File: config.mk
export PLATFORM = sky130hd
export DESIGN_NAME = bus_request_scheduler
export DESIGN_NICKNAME = d
export VERILOG_FILES = /design/src/rtl/bus_request_scheduler.sv
export SDC_FILE = /design/constraint.sdc
export NUM_CORES = 1
export LEC_CHECK = 0
export ABC_AREA = 1
export CORE_ASPECT_RATIO = 0.8
export CORE_UTILIZATION = 35
export CTS_BUF_LIST = sky130_fd_sc_hd__clkbuf_8
export DETAILED_ROUTE_END_ITERATION = 8
export PLACE_DENSITY_LB_ADDON = 0.08
export SLEW_MARGIN = 20
export SYNTH_ARGS = -nofsm -noshare
export SYNTH_HDL_FRONTEND = slang
export SYNTH_SLANG_ARGS = --single-unit
File: constraint.sdc
create_clock -name clock -period 2.33 [get_ports clock]
set_input_delay 0.5825 -clock clock [delete_from_list [all_inputs] [get_ports clock]]
set_output_delay 0.5825 -clock clock [all_outputs]
set_load 0.05 [all_outputs]
File: src/rtl/bus_request_scheduler.sv
// Round-robin scheduler for three processor nodes on the snooping bus.
// Each grant ends on done, withdrawal or hold timeout, followed by one turnaround cycle.
module bus_request_scheduler #(
    parameter int MAX_HOLD = 8
) (
    input  logic       clock,
    input  logic       reset,
    input  logic [2:0] req,
    input  logic [2:0] done,
    output logic [1:0] proc,
    output logic [2:0] gnt,
    output logic       busy,
    output logic       timeout
);
    localparam int CW = $clog2(MAX_HOLD);

    typedef enum logic [1:0] {IDLE, GRANT, RELEASE} state_t;

    state_t          state_q, state_d;
    logic [CW-1:0]   cnt_q, cnt_d;
    logic [1:0]      last_q, last_d;
    logic [2:0]      gnt_q, gnt_d;
    logic [1:0]      proc_q, proc_d;
    logic            busy_q, busy_d;
    logic            timeout_q, timeout_d;

    logic [1:0]      c1, c2, c3, win;
    logic            win_vld;
    logic            end_done, end_wdrw, end_lim;

    function automatic logic [1:0] nxt(input logic [1:0] x);
        return (x == 2'd2) ? 2'd0 : x + 2'd1;
    endfunction

    // Circular search order starting just after the last owner.
    always_comb begin
        c1      = nxt(last_q);
        c2      = nxt(c1);
        c3      = last_q;
        win     = 2'd0;
        win_vld = 1'b1;
        if (req[c1])      win = c1;
        else if (req[c2]) win = c2;
        else if (req[c3]) win = c3;
        else              win_vld = 1'b0;
    end

    assign end_done = done[last_q];
    assign end_wdrw = ~req[last_q];
    assign end_lim  = (cnt_q == CW'(MAX_HOLD - 1));

    always_comb begin
        state_d   = state_q;
        cnt_d     = cnt_q;
        last_d    = last_q;
        gnt_d     = gnt_q;
        proc_d    = proc_q;
        busy_d    = busy_q;
        timeout_d = 1'b0;
        unique case (state_q)
            IDLE: begin
                if (win_vld) begin
                    state_d = GRANT;
                    gnt_d   = 3'b001 << win;
                    proc_d  = win;
                    busy_d  = 1'b1;
                    cnt_d   = '0;
                    last_d  = win;
                end
            end
            GRANT: begin
                if (end_done || end_wdrw || end_lim) begin
                    state_d   = RELEASE;
                    gnt_d     = 3'b000;
                    proc_d    = 2'b11;
                    busy_d    = 1'b0;
                    // A timeout is reported only when nothing else ended the grant.
                    timeout_d = end_lim && !end_done && !end_wdrw;
                end else begin
                    cnt_d = cnt_q + CW'(1);
                end
            end
            RELEASE: state_d = IDLE;
            default: state_d = IDLE;
        endcase
    end

    always_ff @(posedge clock) begin
        if (reset) begin
            state_q   <= IDLE;
            cnt_q     <= '0;
            last_q    <= 2'd2;
            gnt_q     <= 3'b000;
            proc_q    <= 2'b11;
            busy_q    <= 1'b0;
            timeout_q <= 1'b0;
        end else begin
            state_q   <= state_d;
            cnt_q     <= cnt_d;
            last_q    <= last_d;
            gnt_q     <= gnt_d;
            proc_q    <= proc_d;
            busy_q    <= busy_d;
            timeout_q <= timeout_d;
        end
    end

    assign proc    = proc_q;
    assign gnt     = gnt_q;
    assign busy    = busy_q;
    assign timeout = timeout_q;
endmodule

Word level (Yosys, flattened, before mapping)

Cells that the tools add are included.

Flip-flop bits (word level): 14
Bits of input ports: 8
Logic and storage cells: 67
Output and inout bits: 7

Bitwise logic cells: 3
Multiplexer cells: 31
Reductions and logical operators: 12
Equality and inequality tests: 7
Shifts and indexed selects: 1
Add/subtract/negate cells: 3
Magnitude comparators: 3

Operator list:

| operator                                                   | number |
|---|---|
| 2-to-1 mux 2 bit                                           | 9 |
| 2-to-1 mux 3 bit                                           | 4 |
| one-hot mux 3 bit (2 select lines)                         | 2 |
| less-than comparator 2 x 3 -> 1 bit, second input constant | 3 |
| 2-to-1 mux 1 bit                                           | 9 |
| binary-select mux 1 bit (select 2 bit)                     | 4 |
| one-hot mux 2 bit (2 select lines)                         | 2 |
| != test 2 bit, second input constant                       | 3 |
| AND reduction 3 bit                                        | 2 |
| adder 2 x 1 -> 2 bit, second input constant                | 2 |
| equality test 2 bit, second input constant                 | 2 |
| AND reduction 2 bit                                        | 2 |
| adder 3 x 1 -> 3 bit, second input constant                | 1 |
| equality test 3 bit, second input constant                 | 1 |
| inverter 1 bit                                             | 3 |
| OR reduction 3 bit                                         | 1 |
| left shift 1 x 2 -> 3 bit, first input constant            | 1 |
| equality test 2 x 1 -> 1 bit, second input constant        | 1 |
| logical AND 1 bit                                          | 2 |
| zero test 2 bit                                            | 1 |
| logical OR 1 bit                                           | 2 |
| one-hot mux 1 bit (2 select lines)                         | 1 |
| nonzero test 2 bit                                         | 1 |
| zero test 1 bit                                            | 1 |

Depth between registers and ports, before layout

Gate-level depths: netlist of run 1.

Depth in word-level cells: 11
Depth in mapped cells: 11
Gate-level depth less buffers: 10

Worst setup path before layout of run 1

No wires, ideal clock.

Kind: reg-to-reg
Start point: reg cnt_q[0]
End point: reg proc_q[1], in the netlist proc[1]
Data required time: 2,208 ps
Cell stages (with the launch flop): 9
Arrival time: 1,263 ps
Setup time: 122 ps
Path buffers: 0
Path slack: 945 ps
Period minus slack after synthesis: 1,385 ps
Path through: dfxtp_1 -> ha_1 -> ha_1 -> nor2_1 -> nand4_4 -> nand2_1 -> inv_1 -> nand3_1 -> nand3_1

Word-level cells in the longest chain between the ends: 4

RTL lines:

| item                                 | RTL line | text |
|---|---|---|
| start, declared                      | 20       | `logic [CW-1:0] cnt_q, cnt_d;` |
| start signal, assigned               | 99       | `cnt_q <= cnt_d;` |
| equality test 3 bit                  | 50       | `assign end_lim = (cnt_q == CW'(MAX_HOLD - 1));` |
| logical OR 1 bit                     | 72       | `if (end_done \|\| end_wdrw \|\| end_lim) begin` |
| != test 2 bit (no source line)       | --       |  |
| AND reduction 3 bit (no source line) | --       |  |
| end signal, assigned                 | 102      | `proc_q <= proc_d;` |
| end, declared                        | 23       | `logic [1:0] proc_q, proc_d;` |

Every way passes these cells.
A chain may end at the register's enable or synchronous reset.

Final worst setup path of run 1

Start point: reg busy_q, in the netlist busy
End point: out busy

RTL lines:

| item                   | RTL line | text |
|---|---|---|
| start, declared        | 24       | `logic busy_q, busy_d;` |
| start signal, assigned | 103      | `busy_q <= busy_d;` |
| end, declared          | 12       | `output logic busy,` |

No word-level cell between the ends.

==> results of run 1 <==
[area by class of cell]
| type | count | area, µm² |
|---|---|---|
| tap | 24 | 30.0 |
| multi-input combinational | 74 | 414 |
| timing repair buffer | 14 | 140 |
| sequential | 14 | 280 |
| clock buffer | 4 | 55.1 |
| fill | 214 | 997 |
| inverter | 12 | 45.0 |
[cell usage in the layout (no fill, tap or decap), drive strengths merged]
master and n:
a21oi 10, nand4 3, nand3 20, nor2 4, inv 12, o21ai 2
o211ai 1, ha 2, clkdlybuf4s50 14, dfxtp 14, clkbuf 4, nand2 31
nor3 1
[cells by family after synthesis]
kind of cell / after synthesis
AOI/OAI and AO/OA: 13
adders and majority gates: 2
and+or+nand+nor: 59
buffers and inverters: 14
DFF: 14
[per-stage QoR]
stage               instance area, µm²  cells  total power, mW  setup WS, ps
floorplan                          754    102            0.927           945
global placement                   910    138             1.10           293
detailed placement                 910    138             1.10           287
CTS                                965    142             1.34           356
global route                       965    142             1.43           309
finish                             965    142             1.33           364
[worst min path at each step]
| stage | startpoint | to | slack [ps] | depth (start not counted) |
|---|---|---|---|---|
| 6_report | gnt[2] | gnt[2] | 460 | 2 |
| 5_1_grt | cnt_q[0] | cnt_q[0] | 490 | 1 |
| 4_1_cts | cnt_q[0] | cnt_q[0] | 470 | 1 |
| 3_5_place_dp | busy | busy | 450 | 2 |
| 3_3_place_gp | cnt_q[0] | cnt_q[0] | 450 | 1 |
| 2_1_floorplan | cnt_q[0] | cnt_q[0] | 430 | 1 |
[layer usage]
metal	GRT usage, %	vias to the layer above	share of wire, %
li1	-	371	-
met1	22.3	298	52
met2	21.2	17	40
met3	7.02	5	5.8
met4	7.89	0	1.8
met5	0	-	0
[state kept, by name (all words and copies together), names as in the netlist]
name	cells
busy	1
timeout	1
proc	2
cnt_q	3
gnt	3
state_q	2
c3	2
[power groups by stage]
stage	Sequential (mW)	Combinational [mW]	Clock, mW
finish	0.375	0.715	0.239
global placement	0.382	0.719	0
global route	0.387	0.791	0.255
CTS	0.376	0.722	0.245
detailed placement	0.379	0.717	0
floorplan	0.511	0.417	0
==> impl_metrics.tcl, run 1 <==
set metrics [dict create \
    status "finished clean" \
    period_needed_ps 1970 \
    crit_arrival_ps 1380 \
    worst_slew_pin_slew_ps 503 \
    rows 14 \
    synthSimpleGateAreaFrac_pct 42.1 \
    wl_per_cell_um 10.7 \
    crit_fanout 2 \
    whs_ps 460 \
    seq_area_frac_synth_pct 37.1 \
    crit_cells 1 \
    port_buffers 14 \
    irDropWorstVdd_mv 0.779 \
    die_x_um 53.9 \
    synth-compound-area-share_pct 9.45 \
    p_switching_uw 629 \
    drive_gt1_share_pct 14.4 \
    grt_use_total_pct 16.2 \
    hold_viol_final 0 \
    leakagePower_nw 0.443 \
    netlist_top_cells_count "nand2_1 (30), dfxtp_1 (14), nand3_1 (14), a21oi_1 (9), inv_1 (9)" \
    gp_congestion 0.774 \
    rrSetupSlack_ps 800 \
    synth_top_area_cell "dfxtp_1" \
    grt_pass1_vias 606 \
    synth_top_family_by_area "simple AND/OR/NAND/NOR gates" \
    worstHoldPathType "reg2reg" \
    finalMaxSlewViolations 0 \
    setup_tns_ps 0 \
    synth_top_area_share_pct 37.1 \
    grt_pass1_wl_mm 2.67 \
    critPathRequiredTime_ps 1750 \
    synth_adder_area_share_pct 3.32 \
    drt_iter0_markers 11 \
    final_nets 129 \
    cts_max_level 1 \
    initial_core_util_pct 38.5 \
    max_stage_delay_ps 800 \
    path_class "reg2out" \
    end_kind "output pin" \
    sw_frac_of_total_pct 47.3 \
    grt_max_degree 10 \
    cp_cell_sequence "clkdlybuf4s50_1" \
    finalClockSkew_ps 1.04 \
    maxCapViolCount 0 \
    synthesis.nets 112 \
    drt-pass1-iter-count 4 \
    vias_per_cell 4.87 \
    setup.worst_path.end "busy" \
    cts_tree "done" \
    max_freq_ghz 0.509 \
    ys_top_cells_by_area "dfxtp_1 (37%), nand2_1 (15%), nand3_1 (9.3%)" \
    reg2reg_to "proc[1]" \
    yosysMostFrequentCell "nand2_1" \
    ant_nets 0 \
    crit_buf_inv 1 \
    cp_slowest_cell "clkdlybuf4s50_1" \
    comb_power_share_pct 53.8 \
    cts_setup_buffers 0 \
    synthFlopType "dfxtp_1" \
    path_clk_slew_ps 60 \
    pwr-share-clk_pct 18.0 \
    power.density_nw_per_um2 1380 \
    totalWireLength_mm 1.52 \
    cts_root_buffer "clkbuf_8" \
    p_seq_share_pct 28.2 \
    core_area_um2 1960 \
    synth-edff-count 0 \
    synthMuxAreaShare_pct 0 \
    cp-start-kind "flip-flop" \
    reg2regPathDepth 8 \
    intPower_uw 700 \
    synth_xor_area_share_pct 0 \
    rsz0062_at_grt "no" \
    die_area_um2 2350 \
    gr-total-overflow 0 \
    synth_cell_types 19 \
    dp_hpwl_mm 1.15 \
    vias 691 \
    num_antenna_cells 0 \
    relSlewSlack_pct 66.3 \
    clkSinkCount 14 \
    cts-resized-gates 0 \
    finalCritPeriodShare_pct 84.4 \
    clockBufferDepth 2 \
    syn_inst 102 \
    synthArstFlopShare_pct 0 \
    clk_latency_ps 250 \
    antenna_found_initial 0 \
    ios 15 \
    fin_util_pct 49.2 \
    ys.warnings.count 0 \
    holdBufCountCts 0 \
    crit_family "buffers and inverters" \
    drcViolationCount 0 \
    syn_to_final_growth_pct 27.9 \
    cp-startpoint "busy" \
    synthesis.area_um2 754 \
    postSynthAreaPerCell_um2 7.40 \
    fp.dieH_um 43.5 \
    ys_ff_latch 14 \
    finalSetupViolations 0 \
    numCtsBuffers 3 \
    r2r-start "cnt_q[0]" \
]
No activity file was read; power rests on OpenSTA's default activity.
==> inputs of run 2 (changes only) <==
==> constraint.sdc (replaced) <==
create_clock -name clock -period 1.96 [get_ports clock]
set_input_delay 0.49 -clock clock [delete_from_list [all_inputs] [get_ports clock]]
set_output_delay 0.49 -clock clock [all_outputs]
set_load 0.05 [all_outputs]
==> impl_metrics.tcl, run 2 (synthesized netlist as in run 1, its figures left out) <==
set metrics [dict create \
    relSlewSlack_pct 67.5 \
    leakagePower_nw 0.455 \
    crit_arrival_ps 1340 \
    drt-pass1-iter-count 4 \
    pre_cts_ws_ps 36.3 \
    maxCapViolCount 0 \
    most-common-layout-cells "nand2_1 (30), nand3_1 (14), dfxtp_1 (14), inv_1 (9), a21oi_1 (9)" \
    period_needed_ps 1830 \
    initial_core_util_pct 38.5 \
    syn_to_final_growth_pct 26.9 \
    sw_frac_of_total_pct 47.8 \
    ant_nets 0 \
    p_seq_share_pct 28.7 \
    clockBufferDepth 2 \
    port_buffers 14 \
    cts_root_buffer "clkbuf_8" \
    crit_fanout 1 \
    reg2regPathDepth 7 \
    core_area_um2 1960 \
    fin_util_pct 48.8 \
    crit_buf_inv 1 \
    grt_max_degree 9 \
    r2r-start "cnt_q[0]" \
    rrSetupSlack_ps 420 \
    grt_use_total_pct 15.7 \
    vias 714 \
    status "finished clean" \
    finalClockSkew_ps 3.75 \
    crit_family "buffers and inverters" \
    cp_slowest_cell "clkdlybuf4s50_1" \
    ios 15 \
    holdPathStages 2 \
    drcViolationCount 0 \
    fin_ws_ps 128 \
    intPower_uw 815 \
    cts_setup_buffers 0 \
    end_kind "output pin" \
    setup_tns_ps 0 \
    finalCritPeriodShare_pct 93.5 \
    fp.dieH_um 43.5 \
    finalSetupViolations 0 \
    gp_congestion 0.808 \
    cp_cell_sequence "clkdlybuf4s50_1" \
    pwr-share-clk_pct 17.8 \
    whs_ps 461 \
    rsz0062_at_grt "no" \
    holdBufCountCts 0 \
    num_antenna_cells 0 \
    cts_max_level 1 \
    antenna_found_initial 0 \
    p_total_mw 1.56 \
    vias_per_cell 4.99 \
    max_stage_delay_ps 790 \
    cts-resized-gates 0 \
    die_area_um2 2350 \
    worst_slew_pin_slew_ps 487 \
    numCtsBuffers 3 \
    final_nets 130 \
    reg2reg_to "cnt_q[1]" \
    cp-start-kind "flip-flop" \
    hp-start "gnt[1]" \
    drive_gt1_share_pct 20.2 \
    comb_power_share_pct 53.6 \
    hold_viol_final 0 \
    clkSinkCount 14 \
    die_x_um 53.9 \
    rows 14 \
    power.density_nw_per_um2 1630 \
    dp_hpwl_mm 1.21 \
    wl_per_cell_um 11.2 \
    finalMaxSlewViolations 0 \
    path_class "reg2out" \
    cts_tree "done" \
    p_switching_uw 747 \
    final_common_cell "nand2_1" \
    irDropWorstVdd_mv 0.900 \
    grt_pass1_wl_mm 2.64 \
    worstHoldPathType "reg2reg" \
    grt_pass1_vias 629 \
    critPathRequiredTime_ps 1470 \
    min_to "gnt[1]" \
    drt_iter0_markers 10 \
    totalWireLength_mm 1.61 \
    gr-total-overflow 0 \
    path_clk_slew_ps 60 \
    clk_latency_ps 240 \
    max_freq_ghz 0.546 \
]
==> run 2: tightest hold or removal path, stage by stage (launching register included) <==
cell     delay [ps]
dfxtp_1         310
nand2_1          60
a21oi_1          50
==> run 2: cell type report <==
cell class	count	area, µm²
fill	215	1000
multi-input combinational	74	414
sequential	14	280
timing repair buffer	15	133
clock buffer	4	55.1
inverter	12	45.0
tap	24	30.0
==> run 2: power groups by stage <==
stage          Clock (mW)  Combinational [mW]  Sequential [mW]
6_report            0.278               0.837            0.448
5_1_grt             0.300               0.927            0.462
4_1_cts             0.285               0.844            0.447
3_5_place_dp            0               0.839            0.452
3_3_place_gp            0               0.838            0.453
2_1_floorplan           0               0.495            0.607
==> run 2: routing by layer <==
metal	GRT usage, %	routed length, µm
met1	21.1	795
met2	23.7	693
met5	0	0
met3	4.21	94
met4	6.32	23
==> run 2: worst max path at each step <==
| stage | start | cells after the start | end | slack (ps) |
|---|---|---|---|---|
| CTS | timeout | 1 | timeout | 120 |
| floorplan | cnt_q[0] | 8 | proc[1] | 570 |
| global placement | req[2] | 7 | gnt[2] | 30 |
| global route | timeout | 1 | timeout | 90 |
| finish | timeout | 1 | timeout | 130 |
| detailed placement | req[2] | 7 | gnt[2] | 40 |
==> run 2: stage by stage <==
stage	instances	cell area, µm²
6_report	143	957
5_1_grt	143	957
4_1_cts	143	957
3_5_place_dp	139	902
3_3_place_gp	139	902
2_1_floorplan	102	754
==> RTL change 1: new RTL, flow settings as in run 1 <==
`MAX_HOLD`: 8 -> 16.
--- a/src/rtl/bus_request_scheduler.sv
+++ b/src/rtl/bus_request_scheduler.sv
@@ -2,5 +2,5 @@
 // Each grant ends on done, withdrawal or hold timeout, followed by one turnaround cycle.
 module bus_request_scheduler #(
-    parameter int MAX_HOLD = 8
+    parameter int MAX_HOLD = 16
 ) (
     input  logic       clock,
Check against the original RTL: not equivalent (Yosys sat finds a counterexample within 10 cycles, from zero or initial values and one cycle with reset high).
==> RTL change 1 against run 1 <==
  * Cell count increased by 17%
  * Area after synthesis is 12% higher
  * Routed wire length increased by 18%
  * Sequential cell count up 1
  * Total power increased by 6.4%
  * Sequential power grew 6.4%
  * Via count grew 15%
  * Register-to-register slack got worse by 0.10 ns
  * Final area increased by 8.9%
  * Sequential share of layout area shrank 0.48 points
  * Setup slack gained 0.0032 ns
  * Critical path type unchanged
==> RTL change 1: results (changes against run 1) <==
[pwr]
ir_drop_uv = 607  ; -22%
switchingPower_uw = 702  ; +12%
p_leak_uw = 0.000494  ; +12%

[logic_synthesis]
synth_nets = 133  ; +19%
synth_area_leaders = dfxtp_1 (36%), nand2_1 (13%), nand3_1 (11%)
netlist_top_cells_count = nand2_1 (29), nand3_1 (18), inv_1 (16)
synthDistinctLibCells = 22  ; +3
yosysSeqAreaShare_pct = 35.7  ; -1.5 points
synth_edf_count = 0  ; unchanged
synthArstFlopShare_pct = 0  ; unchanged

[drt]
drt-total-wl_um = 1790  ; +18%
drt_iter0_drc = 16  ; +5
drt-vias-per-instance = 4.81  ; -1.2%

[setup_path]
cp-endpoint = gnt[0]
slowest_stage = clkdlybuf4s50_1
startpoint = gnt[0]$_SDFFE_PP0P_
critPathMaxFanout = 2  ; unchanged
reg2reg_slack_ns = 0.70  ; -0.10 ns
rr_endpoint = cnt_q[0]$_SDFFE_PP0P_
max_stage_delay_ns = 0.80  ; about the same
r2r-start = c3[1]$_SDFFE_PP1P_
rr_worst_depth = 10  ; +2

[sta]
slew_headroom_pct = 66.4  ; about the same
holdWs_ns = 0.470  ; +0.00979 ns
fin_skew_ns = 0.00291  ; +0.00187 ns

[cells_and_area]
nets = 151  ; +17%
fill_cells = 239  ; +12%
drive_gt1_share_pct = 12.8  ; -1.6 points
largest_register_ffs = 4

[outcome]
outcome = completed

[clocking]
cts_buffers = 3  ; unchanged
cts_setup_buffers = 0  ; unchanged
cts_resized = 0  ; unchanged

[global_routing]
grt_usage_pct = 15.3  ; -0.90 points
grt_pass1_wl_um = 2990  ; +12%
antenna_found_initial = 0  ; unchanged
grt_pass1_vias = 714  ; +18%
grt_max_degree = 12  ; +2

[min_path]
hold_path.startpoint = proc[0]$_SDFFE_PP1P_
worstHoldEndpoint = proc[0]$_SDFFE_PP1P_

[floorplanning]
start_util_pct = 38.0  ; -0.43 points

[placed_design]
dp_hpwl_um = 1370  ; +19%
io_buffers = 14  ; unchanged
gp_congestion = 0.758  ; -2.1%

==> RTL change 1: cell families (layout without fill, tap and decap cells) <==
group	Yosys count	after routing	synth area share, %
XOR/XNOR	1	1	1.04
AND/OR/NAND/NOR	71	71	39.7
flip-flops	15	15	35.7
buffers and inverters	20	37	9.81
AO/OA/AOI/OAI	16	16	12.3
adder cells (fa/ha/maj)	1	1	1.49
==> RTL change 1: through the flow <==
step	instance area, sq um	total power [uW]	std cells	worst slack (ns)
final	1050	1410	166	0.367
after global routing	1050	1530	166	0.322
after CTS	1050	1430	166	0.348
after detailed placement	1010	1220	162	0.206
after global placement	1010	1220	162	0.221
after floorplan	842	1040	124	0.878
==> RTL change 1: final cells by class <==
cell class	instances	area, sq um	area share (%)
Clock buffer	3	41.3	3.93
Inverter	18	67.6	6.43
Multi-Input combinational cell	89	459	43.7
Sequential cell	15	300	28.6
Clock inverter	1	3.75	0.357
Tap cell	25	31.3	2.98
Timing Repair Buffer	15	148	14.0
==> RTL change 1: metal layers <==
| layer | part of all wire, % | vias to the layer above | track usage, % |
|---|---|---|---|
| met5 | 0 | - | 0 |
| met4 | 0 | 0 | 1.46 |
| met3 | 4.2 | 0 | 6.25 |
| met2 | 44 | 13 | 27.1 |
| met1 | 52 | 354 | 18.4 |
| li1 | - | 431 | - |
==> RTL change 1: power by group through the flow <==
stage / combinational, uW / clock (uW) / sequential, uW
global placement: 815 / 0 / 404
CTS: 817 / 209 / 400
finish: 813 / 203 / 399
detailed placement: 811 / 0 / 405
floorplan: 485 / 0 / 550
global route: 896 / 223 / 409
==> RTL change 2: new RTL, config.mk and constraints of run 1 <==
Without the edit above. Register the output `timeout` once more, cleared by the reset; this adds one clock of latency there. The other outputs are not delayed to match. Comments in the files are not updated.
--- a/src/rtl/bus_request_scheduler.sv
+++ b/src/rtl/bus_request_scheduler.sv
@@ -109,5 +109,11 @@
     assign gnt     = gnt_q;
     assign busy    = busy_q;
-    assign timeout = timeout_q;
+    always_ff @(posedge clock) begin
+        if (reset) begin
+            timeout <= '0;
+        end else begin
+            timeout <= timeout_q;
+        end
+    end
 endmodule
 
Formal check against the unedited RTL: not equivalent (Yosys sat finds a counterexample within 10 cycles, from zero or initial values and one cycle with reset high).
==> RTL change 2 against run 1 <==
  * Area after synthesis rose by 3.2%
  * Setup slack better by 0.0059 ns
  * Via count is 2.3% higher
  * Final area rose by 2.1%
  * Total power increased by 2.7%
  * Clock power fell by 13%
  * Sequential cell count increased by 1
  * Utilization rose by 0.58 points
  * Routed wire length up 3.5%
  * Largest power group unchanged
==> RTL change 2: results (changes against run 1) <==
[outcome]
outcome = completed

[sta]
worstMarginPinSlew_ns = 0.491  ; -0.0124 ns

[cells_and_area]
drive_gt1_share_pct = 13.4  ; -1.0 points
fill_cells = 207  ; -3.3%
nets = 138  ; +7.0%

[logic_synthesis]
synth_area_leaders = dfxtp_1 (39%), nand2_1 (14%), nand3_1 (9.0%)
yosysSeqAreaShare_pct = 38.6  ; +1.4 points
synth_nets = 120  ; +7.1%
netlist_top_cells_count = nand2_1 (28), dfxtp_1 (15), nand3_1 (14)

[drt]
dr_wl_met3_um = 78  ; -11%
drt-wirelength-per-cell_um = 10.4  ; -2.7%
met2_length_um = 624  ; +3.0%
met1Wirelength_um = 860  ; +7.9%
drt-vias-per-instance = 4.68  ; -3.8%
drt_iter0_drc = 24  ; +13

[pwr]
ir_drop_uv = 740  ; -5.0%

[placed_design]
gp_congestion = 0.813  ; +5.0%
placed_area_sq_um = 938  ; +3.2%
dp_hpwl_um = 1220  ; +5.4%

[setup_path]
reg2reg_slack_ns = 0.71  ; -0.09 ns
r2r-start = c3[0]$_SDFFE_PP0P_

[global_routing]
grt_pass1_wl_um = 2650  ; -0.79%
grt_pass1_vias = 616  ; +1.7%
grt_usage_pct = 15.7  ; -0.51 points

[min_path]
hold_path.startpoint = timeout_q$_SDFF_PP0_
worstHoldEndpoint = timeout$_SDFF_PP0_

## RTL change 2: how the worst max path moves through the flow
stage / end / slack, ns / depth (start not counted)
floorplan: proc[0]$_SDFFE_PP1P_ / 0.89 / 9
global placement: cnt_q[0]$_SDFFE_PP0P_ / 0.24 / 9
detailed placement: cnt_q[0]$_SDFFE_PP0P_ / 0.23 / 9
CTS: busy / 0.35 / 1
global route: busy / 0.30 / 1
finish: busy / 0.37 / 1
## RTL change 2: kinds of logic (layout without fill, tap and decap cells)
kind of cell / after synthesis / count (layout) / share of synthesized area [%]
buf+inv: 16 / 33 / 9.00
compound gates: 12 / 12 / 8.36
flops: 15 / 15 / 38.6
simple gates: 65 / 65 / 40.8
fa+ha+maj: 2 / 2 / 3.21
## RTL change 2: metal layers
| metal | vias to the layer above | GRT usage [%] |
|---|---|---|
| li1 | 388 | - |
| met1 | 301 | 21.5 |
| met2 | 16 | 22.4 |
| met3 | 2 | 6.19 |
| met4 | 0 | 4.62 |
| met5 | - | 0 |
## RTL change 2: area by class of cell
type	instances	area share [%]
multi-input combinational	79	41.4
sequential	15	30.5
timing repair buffer	15	15.0
inverter	14	5.34
clock buffer	3	4.19
tap	24	3.05
clock inverter	1	0.508
## RTL change 2: power by group
part	total [uW]	internal, uW	leakage (uW)	switching, uW
Combinational	753	248	0.000309	505
Sequential	405	339	0.000123	65.2
Clock	208	118	0.0000255	90.1
Total	1370	706	0.000458	660
## RTL change 2: stage by stage
stage | util [%] | hold WS (ns) | cells | setup slack (ns) | total power [uW]
2_1_floorplan | - | 0.388 | 110 | 0.888 | 987
3_3_place_gp | 47.4 | 0.405 | 147 | 0.241 | 1160
3_5_place_dp | 47.4 | 0.404 | 147 | 0.233 | 1160
4_1_cts | 49.7 | 0.413 | 151 | 0.354 | 1380
5_1_grt | 49.7 | 0.438 | 151 | 0.299 | 1480
6_report | 49.7 | 0.411 | 151 | 0.369 | 1370
